### config.mk
export PLATFORM = sky130hd
export DESIGN_NAME = alu_issue
export DESIGN_NICKNAME = d
export VERILOG_FILES = /design/src/rtl/alu_pkg.sv /design/src/rtl/alu_regfile.sv /design/src/rtl/alu_issue.sv
export SDC_FILE = /design/constraint.sdc
export NUM_CORES = 1
export LEC_CHECK = 0
export CAP_MARGIN = 5
export CORE_MARGIN = 5
export CORE_UTILIZATION = 40
export CTS_BUF_LIST = sky130_fd_sc_hd__clkbuf_8 sky130_fd_sc_hd__clkbuf_16
export CTS_CLUSTER_SIZE = 28
export DETAILED_ROUTE_END_ITERATION = 12
export MAX_ROUTING_LAYER = met4
export PLACE_DENSITY_LB_ADDON = 0.2
export SLEW_MARGIN = 15
export SYNTH_ARGS = -nofsm -noshare
export SYNTH_HDL_FRONTEND = slang
export SYNTH_HIERARCHICAL = 1
export SYNTH_SLANG_ARGS = --single-unit
### constraint.sdc
create_clock -name clk -period 5.65 [get_ports clk]
set_input_delay 0.8475 -clock clk [delete_from_list [all_inputs] [get_ports clk]]
set_output_delay 0.8475 -clock clk [all_outputs]
set_load 0.01 [all_outputs]
### src/rtl/alu_pkg.sv
// Shared definitions for the ALU command issuer: op codes, register index width, data width.
package alu_pkg;

    localparam int NREG      = 8;
    localparam int REG_IDX_W = 3;
    localparam int XLEN      = 32;

    typedef logic [REG_IDX_W-1:0] reg_idx_t;
    typedef logic [XLEN-1:0]      word_t;

    // ALU control codes; OP_LI never reaches the ALU's datapath meaningfully
    localparam logic [3:0] OP_LI   = 4'h0;
    localparam logic [3:0] OP_ADD  = 4'h1;
    localparam logic [3:0] OP_SUB  = 4'h2;
    localparam logic [3:0] OP_SLT  = 4'h3;
    localparam logic [3:0] OP_SLTU = 4'h4;
    localparam logic [3:0] OP_AND  = 4'h5;
    localparam logic [3:0] OP_NOR  = 4'h6;
    localparam logic [3:0] OP_OR   = 4'h7;
    localparam logic [3:0] OP_XOR  = 4'h8;
    localparam logic [3:0] OP_SLL  = 4'h9;
    localparam logic [3:0] OP_SRL  = 4'hA;
    localparam logic [3:0] OP_SRA  = 4'hB;
    localparam logic [3:0] OP_LUI  = 4'hC;
    localparam logic [3:0] OP_NOT  = 4'hD;
    localparam logic [3:0] OP_NAND = 4'hE;
    localparam logic [3:0] OP_SGT  = 4'hF;

endpackage

### src/rtl/alu_regfile.sv
// 8x32 register file: two combinational read ports, one synchronous write port, r0 hardwired to zero.
module alu_regfile
    import alu_pkg::*;
(
    input  logic     clk,
    input  logic     resetn,
    input  reg_idx_t ra_addr,
    output word_t    ra_data,
    input  reg_idx_t rb_addr,
    output word_t    rb_data,
    input  logic     we,
    input  reg_idx_t wa,
    input  word_t    wd
);

    word_t regs_reg [NREG];

    always_ff @(posedge clk or negedge resetn) begin
        if (!resetn) begin
            for (int i = 0; i < NREG; i++) begin
                regs_reg[i] <= '0;
            end
        end else begin
            // entry 0 is never written, so it always reads back as zero
            for (int i = 1; i < NREG; i++) begin
                if (we && (wa == REG_IDX_W'(i))) begin
                    regs_reg[i] <= wd;
                end
            end
        end
    end

    assign ra_data = regs_reg[ra_addr];
    assign rb_data = regs_reg[rb_addr];

endmodule

### src/rtl/alu_issue.sv
// Two-stage issuer: EX stage presents registered operands to an external ALU, result stage
// writes back and returns each result over a valid/ready port.
module alu_issue
    import alu_pkg::*;
(
    input  logic           clk,
    input  logic           resetn,
    input  logic           cmd_valid,
    output logic           cmd_ready,
    input  logic [3:0]     cmd_op,
    input  logic [2:0]     cmd_rd,
    input  logic [2:0]     cmd_rs,
    input  logic [2:0]     cmd_rt,
    input  logic [31:0]    cmd_imm,
    output logic [3:0]     alu_control,
    output logic [31:0]    alu_src1,
    output logic [31:0]    alu_src2,
    input  logic [31:0]    alu_result,
    output logic           res_valid,
    input  logic           res_ready,
    output logic [2:0]     res_rd,
    output logic [31:0]    res_data
);

    logic     ex_valid_reg;
    reg_idx_t ex_rd_reg;
    word_t    ex_imm_reg;
    logic     ex_li_reg;

    logic     ex_adv;
    logic     accept;
    word_t    ex_result;
    word_t    rf_rs_data;
    word_t    rf_rt_data;
    word_t    src1_next;
    word_t    src2_next;

    alu_regfile u_regfile (
        .clk     (clk),
        .resetn  (resetn),
        .ra_addr (cmd_rs),
        .ra_data (rf_rs_data),
        .rb_addr (cmd_rt),
        .rb_data (rf_rt_data),
        .we      (ex_adv),
        .wa      (ex_rd_reg),
        .wd      (ex_result)
    );

    assign ex_adv    = ex_valid_reg & (~res_valid | res_ready);
    assign cmd_ready = ~ex_valid_reg | ex_adv;
    assign accept    = cmd_valid & cmd_ready;
    assign ex_result = ex_li_reg ? ex_imm_reg : alu_result;

    // The retiring EX result is not yet in the regfile on the accept edge, so bypass it
    always_comb begin
        src1_next = rf_rs_data;
        src2_next = rf_rt_data;
        if (ex_adv && (ex_rd_reg != '0) && (ex_rd_reg == cmd_rs)) begin
            src1_next = ex_result;
        end
        if (ex_adv && (ex_rd_reg != '0) && (ex_rd_reg == cmd_rt)) begin
            src2_next = ex_result;
        end
    end

    always_ff @(posedge clk or negedge resetn) begin
        if (!resetn) begin
            ex_valid_reg <= 1'b0;
            alu_control  <= OP_LI;
            alu_src1     <= '0;
            alu_src2     <= '0;
            ex_rd_reg    <= '0;
            ex_imm_reg   <= '0;
            ex_li_reg    <= 1'b0;
        end else if (accept) begin
            ex_valid_reg <= 1'b1;
            alu_control  <= cmd_op;
            alu_src1     <= src1_next;
            alu_src2     <= src2_next;
            ex_rd_reg    <= cmd_rd;
            ex_imm_reg   <= cmd_imm;
            ex_li_reg    <= (cmd_op == OP_LI);
        end else if (ex_adv) begin
            ex_valid_reg <= 1'b0;
        end
    end

    always_ff @(posedge clk or negedge resetn) begin
        if (!resetn) begin
            res_valid <= 1'b0;
            res_rd    <= '0;
            res_data  <= '0;
        end else if (ex_adv) begin
            res_valid <= 1'b1;
            res_rd    <= ex_rd_reg;
            res_data  <= ex_result;
        end else if (res_ready) begin
            res_valid <= 1'b0;
        end
    end

endmodule

==> key figures <==
Placed design
  – GPL Wtd Cong: 0.778
  – Port Buffers: around 190
  – DP Wirelength: between 30000 and 40000 um
  – Placed cell count: ~2200
  – Pre-CTS setup slack: between 1.5 and 2 ns

Clock tree
  – Post-cts sizing count: 0
  – CTS Buffer Depth: 3
  – Root buf cell: clkbuf_16
  – Clk sinks: about 370
  – CTS Hold Bufs: 0
  – CTS Buf Count: 42
  – CTS clock-pin slew for the worst setup and hold paths: around 0.060 ns
  – Clock latency at the later pin of the worst-skew pair: 0.55 ns
  – CTS tree: done
  – H-tree levels: 2
  – Postcts setup bufs: 0

Die
  – Rows: 80
  – DIE AREA: 52400 sq um
  – Initial Utilization: 0.403
  – # IOs: 186
  – Die Span Y: between 200 and 250 um
  – Core area: approximately 48000 sq um
  – Die W: ~230 um

Global route
  – First-pass GRT wire length: roughly 90000 um
  – GR Util met2: 0.329
  – Vias in the first global route: around 14000
  – Met3 Resource Use GR: 0.0554
  – M1 GR Usage: 0.317
  – Gr busiest metal: met2
  – Largest net degree at the start of global routing: about 130
  – Initial antenna violation count: 1
  – GR Util All Layers: 0.224
  – Grt ovf: 0

Final layout
  – Max reg flops: around 220
  – Synthesis-to-finish area growth: 17.9%
  – Layout cell share with drive strength beyond 1: 0.266
  – Register Area: just over 9000 sq um
  – Post-route insts no fill: around 2300
  – Fillers: 4224
  – Final core occ: 0.475
  – Nets: about 1700
  – Area of the multi-input gates: just over 9000 sq um

Synthesis
  – Yosys top cell by area: dfrtp_1
  – Cells after Synth: roughly 1500
  – Post-synth EDFFs: 0
  – Share of Yosys cell area claimed by the top area cell type: 0.477
  – Area contributors post-synth: dfrtp_1, mux2_2, mux2i_1
  – Yosys cell types: 33
  – Post-synthesis sequential area ratio: 0.477
  – Commonest register cell after synthesis: dfrtp_1
  – Syn_nets: around 1600
  – Area of the mapped netlist: about 19000 sq um
  – Ys async rst share: 1.00
  – Register bit total from synthesis: roughly 370
  – YS warnings: 70
  – Synthesized area per cell: 12.5 sq um

Detailed routing
  – Drt via density: between 5 and 6
  – Drt pass-1 iters: 5
  – Routed wire per std cell: about 26 um
  – DR vias: approximately 14000
  – First DRT Iteration DRCs: 999
  – Final ANT Viol Nets: 0
  – # DRC: 0
  – Final WL: between 50000 and 60000 um

STA
  – Fmax: roughly 0.3 GHz
  – Final Cycle Share: 0.586
  – Worst slew pin tran: between 1 and 1.5 ns
  – Endpoints failing setup: 0
  – Final min period: ~3.3 ns
  – Rel. slew slack: 0.292
  – RSZ-0062 raised after global routing: no
  – Worst Skew: ~0.022 ns
  – Final hold viol count: 0
  – Slew Limit Fails: 0
  – Post-Route Setup TNS: 0 ns
  – Final Worst Setup Slack: between 2 and 2.5 ns

Power and ir drop
  – Static leakage: approximately 9.7 nW
  – Max IR drop VDD: 214 uV
  – Post-layout total power: roughly 0.010 W
  – PwrDens: between 400 and 500 nW/um^2

Critical path
  – WP data arrival: 3.70 ns
  – Critical R2R Launch: ex_rd_reg[1]$_DFFE_PN0P_
  – Crit path kind: input port to flip-flop
  – FF-to-FF End: alu_src2[0]$_DFFE_PN0P_
  – Reg-to-reg slack, setup: 2.85 ns
  – CP required: just over 6 ns
  – Worst setup EP type: flip-flop
  – Worst setup SP type: input port
  – CP Max Fanout: 32
  – Worst Reg-to-Reg Cells: 4

Job
  – Max Cap Viol: 0

Hold path
  – Worst hold path type: input port to async pin

Status
  – Outcome: finished, final reports clean
[cell usage after synthesis (2+ instances only)]
library cell	n
o311ai_0	3
nand3_1	2
xnor2_1	6
or2_4	2
nand2_1	216
clkbuf_1	34
inv_1	34
and2_1	2
mux2_1	25
o21ai_0	33
nand2b_1	3
and4bb_1	2
buf_4	12
and2b_1	2
o311ai_2	61
buf_6	29
buf_2	67
buf_1	3
o211ai_1	64
dfrtp_1	365
nor2b_1	4
mux2i_1	160
mux2_4	60
a221oi_1	128
nand4b_4	2
mux2_2	206
[layout by cell type (no fill, tap or decap), types with 3 or more instances in the layout]
master / count
mux2_2: 206
inv_1: 45
buf_4: 37
clkbuf_16: 43
clkinv_2: 8
clkbuf_8: 7
mux2_1: 25
clkdlybuf4s50_1: 181
mux2_4: 60
o311ai_0: 3
nand2_1: 215
o311ai_2: 60
o21ai_0: 33
o211ai_1: 64
mux2i_1: 160
nand4b_4: 3
xnor2_1: 6
dfrtp_1: 364
buf_12: 4
a221oi_1: 128
[layout make-up]
type	instances	area share
Inverter	34	0.00565
Multi-Input combinational cell	988	0.401
Tap cell	615	0.0341
Clock buffer	50	0.0519
Sequential cell	365	0.405
Clock inverter	21	0.00532
Antenna cell	1	0.000111
Timing Repair Buffer	224	0.0970
[power breakdown]
group / internal, W / leakage [nW] / switching, W / total, W
clock network: 0.00151 / 0.689 / 0.00109 / 0.00259
logic: 0.00181 / 4.55 / 0.00128 / 0.00308
registers: 0.00364 / 4.47 / 0.000788 / 0.00443
total: 0.00696 / 9.71 / 0.00315 / 0.0101
[cell families after synthesis]
group,Yosys count,synth area share
mux,451,0.266
flops,365,0.477
compound gates,290,0.146
simple gates,241,0.0548
buf+inv,179,0.0532
xor+xnor,6,0.00274
[worst max-delay path by stage]
stage                   start                             endpoint  slack [ns]  depth (start not counted)
floorplan           res_ready  u_regfile/regs_reg[161]$_DFFE_PN0P_        2.95                         10
detailed placement  cmd_rs[0]             alu_src1[17]$_DFFE_PN0P_        1.82                          7
CTS                 cmd_rs[0]             alu_src1[17]$_DFFE_PN0P_        2.39                          7
global route        cmd_rs[0]             alu_src1[17]$_DFFE_PN0P_        2.25                          7
finish              cmd_rs[2]             alu_src1[17]$_DFFE_PN0P_        2.34                          7
global placement    cmd_rs[2]             alu_src1[17]$_DFFE_PN0P_        1.86                          7
[through the flow]
stage               hold WS [ns]  area (sq um)
floorplan                  0.445         19200
global placement           0.457         21300
detailed placement         0.462         21300
CTS                        0.390         22600
global route               0.413         22600
finish                     0.315         22600
[critical path: stages]
cell	delay, ns
clkdlybuf4s50_1	0.88
buf_4	0.49
xnor2_1	0.12
nand3_1	0.16
buf_4	0.28
or2_4	0.67
o311ai_0	0.22
[layer usage]
metal / vias up / share of wire / wire length [um]
met5: - / 0 / 0
met3: 96 / 0.079 / 4630
met1: 6976 / 0.46 / 27000
met2: 482 / 0.44 / 25900
li1: 5984 / - / -
met4: 0 / 0.020 / 1190
Power figures use the tool's default switching activity.
